$ cat src/rtl/mem_arb.sv
// mem_arb: two-requester (CPU / byte loader) arbiter onto a single 16-bit
// synchronous memory port. Round-robin on ties, one access in flight at a
// time, three cycles per access (grant, memory cycle, acknowledge).
module mem_arb (
    input  logic        CLK,
    input  logic        AR,
    input  logic        CPU_REQ,
    input  logic        CPU_WE,
    input  logic [7:0]  CPU_ADDR,
    input  logic [15:0] CPU_WDATA,
    output logic        CPU_ACK,
    output logic [15:0] CPU_RDATA,
    input  logic        LDR_REQ,
    input  logic [8:0]  LDR_ADDR,
    input  logic [7:0]  LDR_DATA,
    output logic        LDR_ACK,
    output logic [7:0]  LDR_CNT,
    output logic        MSL,
    output logic        MWE,
    output logic        MOE,
    output logic [7:0]  MA,
    output logic [1:0]  MBE,
    output logic [15:0] MDW,
    input  logic [15:0] MDR,
    output logic        BUSY
);

    localparam int unsigned AW = 8;
    localparam int unsigned DW = 16;
    localparam int unsigned BW = 8;
    localparam int unsigned CW = 8;

    typedef enum logic [1:0] {
        IDLE = 2'd0,
        ACC  = 2'd1,
        RESP = 2'd2
    } state_t;

    state_t          state_q, state_d;
    logic            last_cpu_q, last_cpu_d;   // 1: CPU was served last, 0: loader
    logic            gnt_cpu_q, gnt_cpu_d;     // requester owning the current access
    logic            pick_cpu;

    logic            msl_d, mwe_d, moe_d;
    logic [1:0]      mbe_d;
    logic [AW-1:0]   ma_d;
    logic [DW-1:0]   mdw_d;
    logic            cpu_ack_d, ldr_ack_d, busy_d;
    logic [DW-1:0]   rdata_d;
    logic [CW-1:0]   cnt_d;

    // Next-state, grant selection and next values of all registered outputs
    always_comb begin
        state_d    = state_q;
        last_cpu_d = last_cpu_q;
        gnt_cpu_d  = gnt_cpu_q;
        pick_cpu   = 1'b0;
        msl_d      = 1'b0;
        mwe_d      = 1'b0;
        moe_d      = 1'b0;
        mbe_d      = 2'b00;
        ma_d       = MA;
        mdw_d      = MDW;
        cpu_ack_d  = 1'b0;
        ldr_ack_d  = 1'b0;
        rdata_d    = CPU_RDATA;
        cnt_d      = LDR_CNT;

        case (state_q)
            IDLE: begin
                if (CPU_REQ || LDR_REQ) begin
                    // CPU wins when alone, or on a tie when the loader went last
                    pick_cpu   = CPU_REQ && (!LDR_REQ || !last_cpu_q);
                    gnt_cpu_d  = pick_cpu;
                    last_cpu_d = pick_cpu;
                    msl_d      = 1'b1;
                    state_d    = ACC;
                    if (pick_cpu) begin
                        mwe_d = CPU_WE;
                        moe_d = !CPU_WE;
                        mbe_d = 2'b11;
                        ma_d  = CPU_ADDR;
                        mdw_d = CPU_WDATA;
                    end else begin
                        mwe_d = 1'b1;
                        ma_d  = LDR_ADDR[AW:1];
                        if (LDR_ADDR[0]) begin
                            mbe_d = 2'b10;
                            mdw_d = {LDR_DATA, BW'(0)};
                        end else begin
                            mbe_d = 2'b01;
                            mdw_d = {BW'(0), LDR_DATA};
                        end
                    end
                end
            end
            ACC: begin
                state_d = RESP;
                if (gnt_cpu_q) begin
                    cpu_ack_d = 1'b1;
                    if (MOE) begin
                        rdata_d = MDR;
                    end
                end else begin
                    ldr_ack_d = 1'b1;
                    cnt_d     = CW'(LDR_CNT + CW'(1));
                end
            end
            RESP: begin
                state_d = IDLE;
            end
            default: begin
                state_d = IDLE;
            end
        endcase

        busy_d = (state_d != IDLE);
    end

    // State and registered outputs; reset abandons any access in flight
    always_ff @(posedge CLK or negedge AR) begin
        if (!AR) begin
            state_q    <= IDLE;
            last_cpu_q <= 1'b0;
            gnt_cpu_q  <= 1'b0;
            MSL        <= 1'b0;
            MWE        <= 1'b0;
            MOE        <= 1'b0;
            MBE        <= 2'b00;
            MA         <= '0;
            MDW        <= '0;
            CPU_ACK    <= 1'b0;
            LDR_ACK    <= 1'b0;
            CPU_RDATA  <= '0;
            LDR_CNT    <= '0;
            BUSY       <= 1'b0;
        end else begin
            state_q    <= state_d;
            last_cpu_q <= last_cpu_d;
            gnt_cpu_q  <= gnt_cpu_d;
            MSL        <= msl_d;
            MWE        <= mwe_d;
            MOE        <= moe_d;
            MBE        <= mbe_d;
            MA         <= ma_d;
            MDW        <= mdw_d;
            CPU_ACK    <= cpu_ack_d;
            LDR_ACK    <= ldr_ack_d;
            CPU_RDATA  <= rdata_d;
            LDR_CNT    <= cnt_d;
            BUSY       <= busy_d;
        end
    end

endmodule

$ cat config.mk
export PLATFORM = sky130hd
export DESIGN_NAME = mem_arb
export DESIGN_NICKNAME = d
export VERILOG_FILES = /design/src/rtl/mem_arb.sv
export SDC_FILE = /design/constraint.sdc
export NUM_CORES = 1
export LEC_CHECK = 0
export ABC_AREA = 1
export BUFFER_PORTS_ARGS = -buffer_cell sky130_fd_sc_hd__buf_2
export CORE_ASPECT_RATIO = 0.5
export CORE_MARGIN = 2
export CORE_UTILIZATION = 50
export DETAILED_ROUTE_END_ITERATION = 16
export HOLD_SLACK_MARGIN = 0.12
export PLACE_DENSITY = 0.95
export SYNTH_ARGS = -nofsm -noshare
export SYNTH_HDL_FRONTEND = slang
export SYNTH_SLANG_ARGS = --single-unit
$ cat constraint.sdc
create_clock -name CLK -period 3.3 [get_ports CLK]
set_input_delay 0.33 -clock CLK [delete_from_list [all_inputs] [get_ports CLK]]
set_output_delay 0.33 -clock CLK [all_outputs]
set_load 0.02 [all_outputs]
[Yosys cells after proc, flatten, opt, wreduce, memory -nomap -nowiden]
Index checks and enable logic that the tools add are counted.
Word-level totals
  register bits after elaboration: 59
  bits in latches: 0
  RAM bits: 0
  ROM bits: 0
  input bits: 62
  logic and storage cells: 48
  memories kept: 0
Cells by class
  $add $sub $neg: 1
  $mul: 0
  divide/modulo/power cells: 0
  $lt $le $gt $ge: 0
  eq/ne operators: 1
  shift operators: 0
  multiplexer cells: 21
  bitwise gates (word level): 1
  reduce and logical (&&, ||, !) cells: 11
Operator list (number)
  two-way mux 16 bit: 2
  two-way mux 1 bit: 12
  two-way mux 2 bit: 5
  adder 8 x 1 -> 8 bit (second input constant): 1
  two-way mux 8 bit: 1
  case mux 2 bit (2 select lines): 1
  AND reduction 2 bit: 2
  logical NOT 1 bit: 3
  AND reduction 3 bit: 1
  == test 2 x 1 -> 1 bit (second input constant): 1
  logical NOT 2 bit: 1
  logical OR 1 bit: 2
  nonzero test 2 bit: 1
  logical AND 1 bit: 1
  NOT 1 bit: 1

[Depth between registers and ports, before layout]
Gate-level depths: netlist (run 1).
  word-level depth: 6
  depth in mapped cells: 7
  depth with buffers taken out: 7

[Worst setup path after synthesis (run 1)]
No wires, ideal clock.
  path type: register to register
  start point: register LDR_CNT[1]
  end point: register LDR_CNT[6]
  setup time: 0.113 ns
  data arrival time: 1.134 ns
  data required time: 3.187 ns
  slack: 2.053 ns
  stages on the path, launching flop included: 7
  path buffers: 0
  clock period less this slack: 1.247 ns
  cell sequence: dfrtp_1 -> ha_1 -> nand3_1 -> nor2_1 -> nand3_1 -> nand2_1 -> inv_1
On the way
  cells in the longest elaborated chain, start to end: 1
Ends and longest elaborated chain
  start, declared: line 17  | output logic [7:0] LDR_CNT,
  start signal, assigned: line 150  | LDR_CNT <= cnt_d;
  adder 8 x 1 -> 8 bit: line 106  | cnt_d = CW'(LDR_CNT + CW'(1));
Every way passes these cells.
A chain may end at the register's enable or synchronous reset.

[Final worst setup path (run 1)]
  start point: register state_q[1]
  end point: register MA[2]
On the way
  cells in the longest elaborated chain, start to end: 2
Ends and longest elaborated chain
  start, declared: line 39  | state_t state_q, state_d;
  start signal, assigned: line 138  | state_q <= state_d;
  logical NOT 2 bit: line 69  | case (state_q)
  AND reduction 2 bit (no source line)
  end signal, assigned: line 145  | MA <= ma_d;
  end, declared: line 21  | output logic [7:0] MA,
Every way passes these cells.

==> results of run 1 <==
power by group through the flow:
| stage | clock, mW | combinational (mW) | sequential, mW |
|---|---|---|---|
| after floorplan | 0 | 0.549 | 1.59 |
| after global placement | 0 | 1.32 | 1.23 |
| after detailed placement | 0 | 1.36 | 1.24 |
| after CTS | 0.524 | 1.37 | 1.24 |
| after global routing | 0.562 | 1.48 | 1.27 |
| final | 0.514 | 1.36 | 1.25 |
per-layer routing:
metal	GRT usage	up-vias	part of all wire
met2	0.380	125	0.50
li1	-	1180	-
met5	0	-	0
met3	0.0726	16	0.070
met4	0.107	0	0.016
met1	0.279	1178	0.41
Yosys cell counts:
library cell	count	share of area
nand2_1	93	0.14
dfrtp_1	59	0.58
nand3_1	49	0.096
nand4_1	17	0.042
nor2_1	14	0.021
inv_1	12	0.018
buf_2	10	0.020
a31oi_1	8	0.020
o21ai_0	4	0.0078
buf_4	3	0.0088
inv_2	3	0.0044
nand2_2	3	0.0073
xor2_1	3	0.010
buf_6	1	0.0044
clkbuf_1	1	0.0015
clkinv_1	1	0.0015
ha_1	1	0.0049
nor2_2	1	0.0024
nor2_4	1	0.0044
nor2_8	1	0.0078
nor3_1	1	0.0020
xnor2_1	1	0.0034
registers in the layout, summed over array words and instances, names as in the netlist, 2 cells and up:
register	cells
MBE	2
LDR_CNT	8
MA	8
CPU_RDATA	16
MDW	16
state_q	2
critical path, delay by kind of cell, from the launching register on:
family                 cells  cell delay, ns
AO/OA/AOI/OAI              1            0.18
flip-flops                 1            0.38
AND/OR/NAND/NOR            3            0.76
buffers and inverters      2            0.47
final timing paths:
kind | start | end | slack [ns]
max | state_q[1]$_DFF_PN0_ | MA[2]$_DFFE_PN0P_ | 1.42
min | CPU_WE | MOE$_DFF_PN0_ | 0.18
max reg2reg | state_q[1]$_DFF_PN0_ | MA[2]$_DFFE_PN0P_ | 1.42
min reg2reg | CPU_RDATA[12]$_DFFE_PN0P_ | CPU_RDATA[12]$_DFFE_PN0P_ | 0.46
max in group asynchronous | AR | MA[0]$_DFFE_PN0P_ | 1.86
min in group asynchronous | AR | MA[4]$_DFFE_PN0P_ | 0.60
area by class of cell:
type	instances	area [um^2]
clock inverters	4	20.0
multi-input cells	197	932
fillers	397	1620
repair buffers	120	611
inverters	16	60.1
clock buffers	10	128
well taps	70	87.6
flip-flops and latches	59	1480
logic make-up (layout without fill, tap and decap cells):
family	after synthesis	count (layout)	synth area share
adder cells (fa/ha/maj)	1	1	0.00489
buffers and inverters	31	150	0.0578
XOR/XNOR	4	4	0.0137
AND/OR/NAND/NOR	180	180	0.319
AO/OA/AOI/OAI	12	12	0.0274
flip-flops	59	59	0.578
metrics by stage:
step           instance area (um^2)  std cells  utilization  power (mW)
6_report                       3310        476        0.672        3.12
3_3_place_gp                   3160        461        0.640        2.55
4_1_cts                        3310        476        0.672        3.13
3_5_place_dp                   3160        461        0.640        2.60
5_1_grt                        3310        476        0.672        3.32
2_1_floorplan                  2560        287            -        2.14
==> flow_summary.yaml, run 1 <==
status:
  status: "finished, final reports clean"
grt:
  grt_max_degree: 35
  grt_overflow: 0
  antenna_found_initial: 0
  globalRouteTotalUtil: 0.227
  grt_pass1_wl_um: 9690
  grt_pass1_vias: 2068
final_layout:
  area_growth_pct: 29.7
  drive_gt1_frac: 0.347
  final_common_cell: "buf_2"
  insertedDiodeCount: 0
  layout_common_cells: "buf_2, nand2_1, dfrtp_1"
  layout.nets: 466
floorplan:
  die_h_um: 54.6
  start_util: 0.518
  design.core.area_um2: 4930
  io_pins: 118
  rows: 18
  die_area_um2: 5740
  die_width_um: 105
cts:
  cts_tree: "done"
  path_clk_slew_ns: 0.06
  cts_setup_buffers: 0
  cts_buffers: 9
  clkSinkCount: 59
  insertion_delay_ns: 0.32
  ctsResizeCount: 0
  hold_buffers: 1
  cts_max_level: 3
  clock_path_buffers: 2
  cts_root_buf: "clkbuf_8"
min_path:
  hp-class: "in2reg"
  min_path_cells: 2
logic_synthesis:
  synth_cell_types: 22
  syn_inst: 287
  synth-seq-area-share: 0.578
  synth.avg_cell_area_um2: 8.91
  ys_warn_count: 0
  ys_ff_latch: 59
  synth_nets: 350
  syn_area_um2: 2560
setup_path:
  critical_path_class: "reg2reg"
  worstPathRequired_ns: 3.53
  cp_slowest_cell: "nor2_4"
  startpoint_type: "register"
  rr_worst_depth: 6
  worstPathCellList: "inv_1 > nand2_1 > nor2_4 > buf_4 > nor2_1 > a31oi_1"
  cp.arrival_ns: 2.11
  path_max_fanout: 34
  cp_slowest_stage_delay_ns: 0.55
  critical_path.endpoint_type: "register"
sta:
  slew-limit-headroom: 0.522
  fin_skew_ns: 0.00642
  setup_ws_ns: 1.42
  whs_ns: 0.185
  setup_tns_ns: 0
  rsz0062_at_grt: "false"
  post-route-min-period_ns: 1.88
  setup_viol: 0
  worst_pin_slew_ns: 0.717
  fmax_mhz: 533
  finalHoldViolations: 0
  slew_viol_final: 0
  fin_crit_sh: 0.569
power:
  power_switching_mw: 1.40
  pwr-share-seq: 0.399
  swShare: 0.447
  p_int_mw: 1.73
  power_frac_comb: 0.436
  p_per_area_nw_per_um2: 942
  peakVddDrop_uv: 486
  power.leakage_nw: 1.83
  clock_power_share: 0.164
detailed_routing:
  viasPerCell: 5.25
  avgRoutedWirePerCell_um: 13.8
  final_antenna_net_count: 0
  drt_iter0_drc: 169
  firstDrtPassIters: 5
  route.detailed.drc: 0
  vias: 2499
  drt_wl_total_um: 6570
placed_design:
  pre_cts_ws_ns: 1.50
  place_congestion: 0.812
  io_buffer_count: 117
  hpwl_um: 4510
job:
  cap_violations: 0
Note: power is estimated with default switching activity, not from simulation.
==> run 2: changes to the inputs <==
--- a/config.mk
+++ b/config.mk
@@ -9,10 +9,10 @@
 export BUFFER_PORTS_ARGS = -buffer_cell sky130_fd_sc_hd__buf_2
 export CORE_ASPECT_RATIO = 0.5
 export CORE_MARGIN = 2
-export CORE_UTILIZATION = 50
+export CORE_UTILIZATION = 46
 export DETAILED_ROUTE_END_ITERATION = 16
 export HOLD_SLACK_MARGIN = 0.12
-export PLACE_DENSITY = 0.95
+export PLACE_DENSITY = 0.89
 export SYNTH_ARGS = -nofsm -noshare
 export SYNTH_HDL_FRONTEND = slang
 export SYNTH_SLANG_ARGS = --single-unit
==> constraint.sdc (replaced) <==
create_clock -name CLK -period 1.9 [get_ports CLK]
set_input_delay 0.19 -clock CLK [delete_from_list [all_inputs] [get_ports CLK]]
set_output_delay 0.19 -clock CLK [all_outputs]
set_load 0.02 [all_outputs]
==> flow_summary.yaml, run 2 (same netlist as run 1, synthesis figures left out) <==
sta:
  setup_viol: 0
  fmax_mhz: 561
  fin_skew_ns: 0.00401
  worst_pin_slew_ns: 0.601
  setup_tns_ns: 0
  slew_viol_final: 0
  slew-limit-headroom: 0.599
  post-route-min-period_ns: 1.78
  rsz0062_at_grt: "false"
  whs_ns: 0.122
  finalHoldViolations: 0
  fin_crit_sh: 0.938
floorplan:
  die_width_um: 109
  die_area_um2: 6210
  design.core.area_um2: 5420
  start_util: 0.472
  io_pins: 118
  rows: 19
  die_h_um: 56.7
placed_design:
  place_congestion: 0.844
  io_buffer_count: 117
  post_dp_cell_area_um2: 3190
  hpwl_um: 4700
power:
  p_per_area_nw_per_um2: 1560
  fin_total_pwr_mw: 5.76
  peakVddDrop_uv: 773
  power.leakage_nw: 1.99
detailed_routing:
  final_antenna_net_count: 0
  route.detailed.drc: 0
  avgRoutedWirePerCell_um: 14.1
  viasPerCell: 5.02
  drt_iter0_drc: 169
  firstDrtPassIters: 4
  drt_wl_total_um: 7200
  vias: 2563
grt:
  globalRouteTotalUtil: 0.248
  grt_overflow: 0
  grt_pass1_wl_um: 11800
  grt_pass1_vias: 2508
  grt_max_degree: 35
  antenna_found_initial: 0
cts:
  cts_root_buf: "clkbuf_8"
  cts_buffers: 9
  cts_setup_buffers: 0
  cts_max_level: 3
  cts_tree: "done"
  clkSinkCount: 59
  clock_path_buffers: 2
  insertion_delay_ns: 0.32
  path_clk_slew_ns: 0.06
final_layout:
  fin_area_um2: 3690
  fillers: 419
  drive_gt1_frac: 0.331
  area_growth_pct: 44.2
  multiInputGateArea_um2: 935
  layout.nets: 497
  final_common_cell: "buf_2"
  reg_top3: "CPU_RDATA: 16 flops, MDW: 16 flops"
  seq_area_um2: 1480
  insertedDiodeCount: 0
  layout_common_cells: "buf_2, nand2_1, dfrtp_1"
setup_path:
  cp_slowest_stage_delay_ns: 0.57
  critPathTopFamily: "buffers and inverters"
  worstPathRequired_ns: 2.16
  startpoint_type: "register"
  r2r_start: "state_q[0]$_DFF_PN0_"
  cp_slowest_cell: "dlygate4sd3_1"
  cp.arrival_ns: 2.05
  path_max_fanout: 21
  critPathLaunch: "state_q[0]$_DFF_PN0_"
  worstPathCellList: "inv_1 > nand2_2 > nor2_4 > buf_12 > nor2_1 > a31oi_1 > dlygate4sd3_1"
  critical_path_class: "reg2reg"
  critical_path.endpoint_type: "register"
  cp_num_buf_inv: 3
job:
  cap_violations: 0
min_path:
  hp-class: "in2reg"
  worstHoldStart: "CPU_WDATA[15]"
status:
  status: "finished, final reports clean"
-- run 2: final cells by class --
type | count | share of cell area
well taps | 73 | 0.0248
clock buffers | 13 | 0.0458
clock inverters | 2 | 0.00271
inverters | 16 | 0.0170
repair buffers | 151 | 0.256
multi-input cells | 197 | 0.253
flip-flops and latches | 59 | 0.400
-- run 2: worst paths after layout --
path	end	slack (ns)	cells after the start
worst max-delay path	MA[1]$_DFFE_PN0P_	0.12	7
worst min-delay path	MDW[15]$_DFFE_PN0P_	0.12	3
worst max register to register	MA[1]$_DFFE_PN0P_	0.12	7
worst min register to register	CPU_RDATA[12]$_DFFE_PN0P_	0.47	2
max in group asynchronous	MDW[2]$_DFFE_PN0P_	0.91	3
min in group asynchronous	MA[2]$_DFFE_PN0P_	0.41	2
-- run 2: stage by stage --
step | cells | utilization | setup WS, ns
final | 511 | 0.680 | 0.118
after floorplan | 287 | - | 0.653
after CTS | 511 | 0.677 | 0.0975
after global routing | 511 | 0.680 | 0.00928
after global placement | 466 | 0.588 | 0.608
after detailed placement | 466 | 0.588 | 0.520
-- run 2: repair_timing --
item                                   CTS  global route
hold buffers                            30             0
setup endpoints to repair                0             4
endpoints found under the hold margin   51             0
gates resized for setup                  0             7
-- run 2: power by group --
group	switching (mW)	internal [mW]	total (mW)	leakage (nW)
clock network	0.456	0.569	1.02	0.0953
registers	0.355	1.80	2.16	0.713
logic	1.67	0.908	2.58	1.18
total	2.48	3.28	5.76	1.99
-- run 2: worst min-delay path: stages --
cell	delay (ns)
buf_2	0.08
nand3_1	0.07
nand3_1	0.08
-- run 2: routing by layer --
layer,global-route usage,wire length [um],vias to the layer above
li1,-,-,1237
met1,0.319,2990,1207
met2,0.405,3630,102
met3,0.0627,449,17
met4,0.0976,131,0
met5,0,0,-
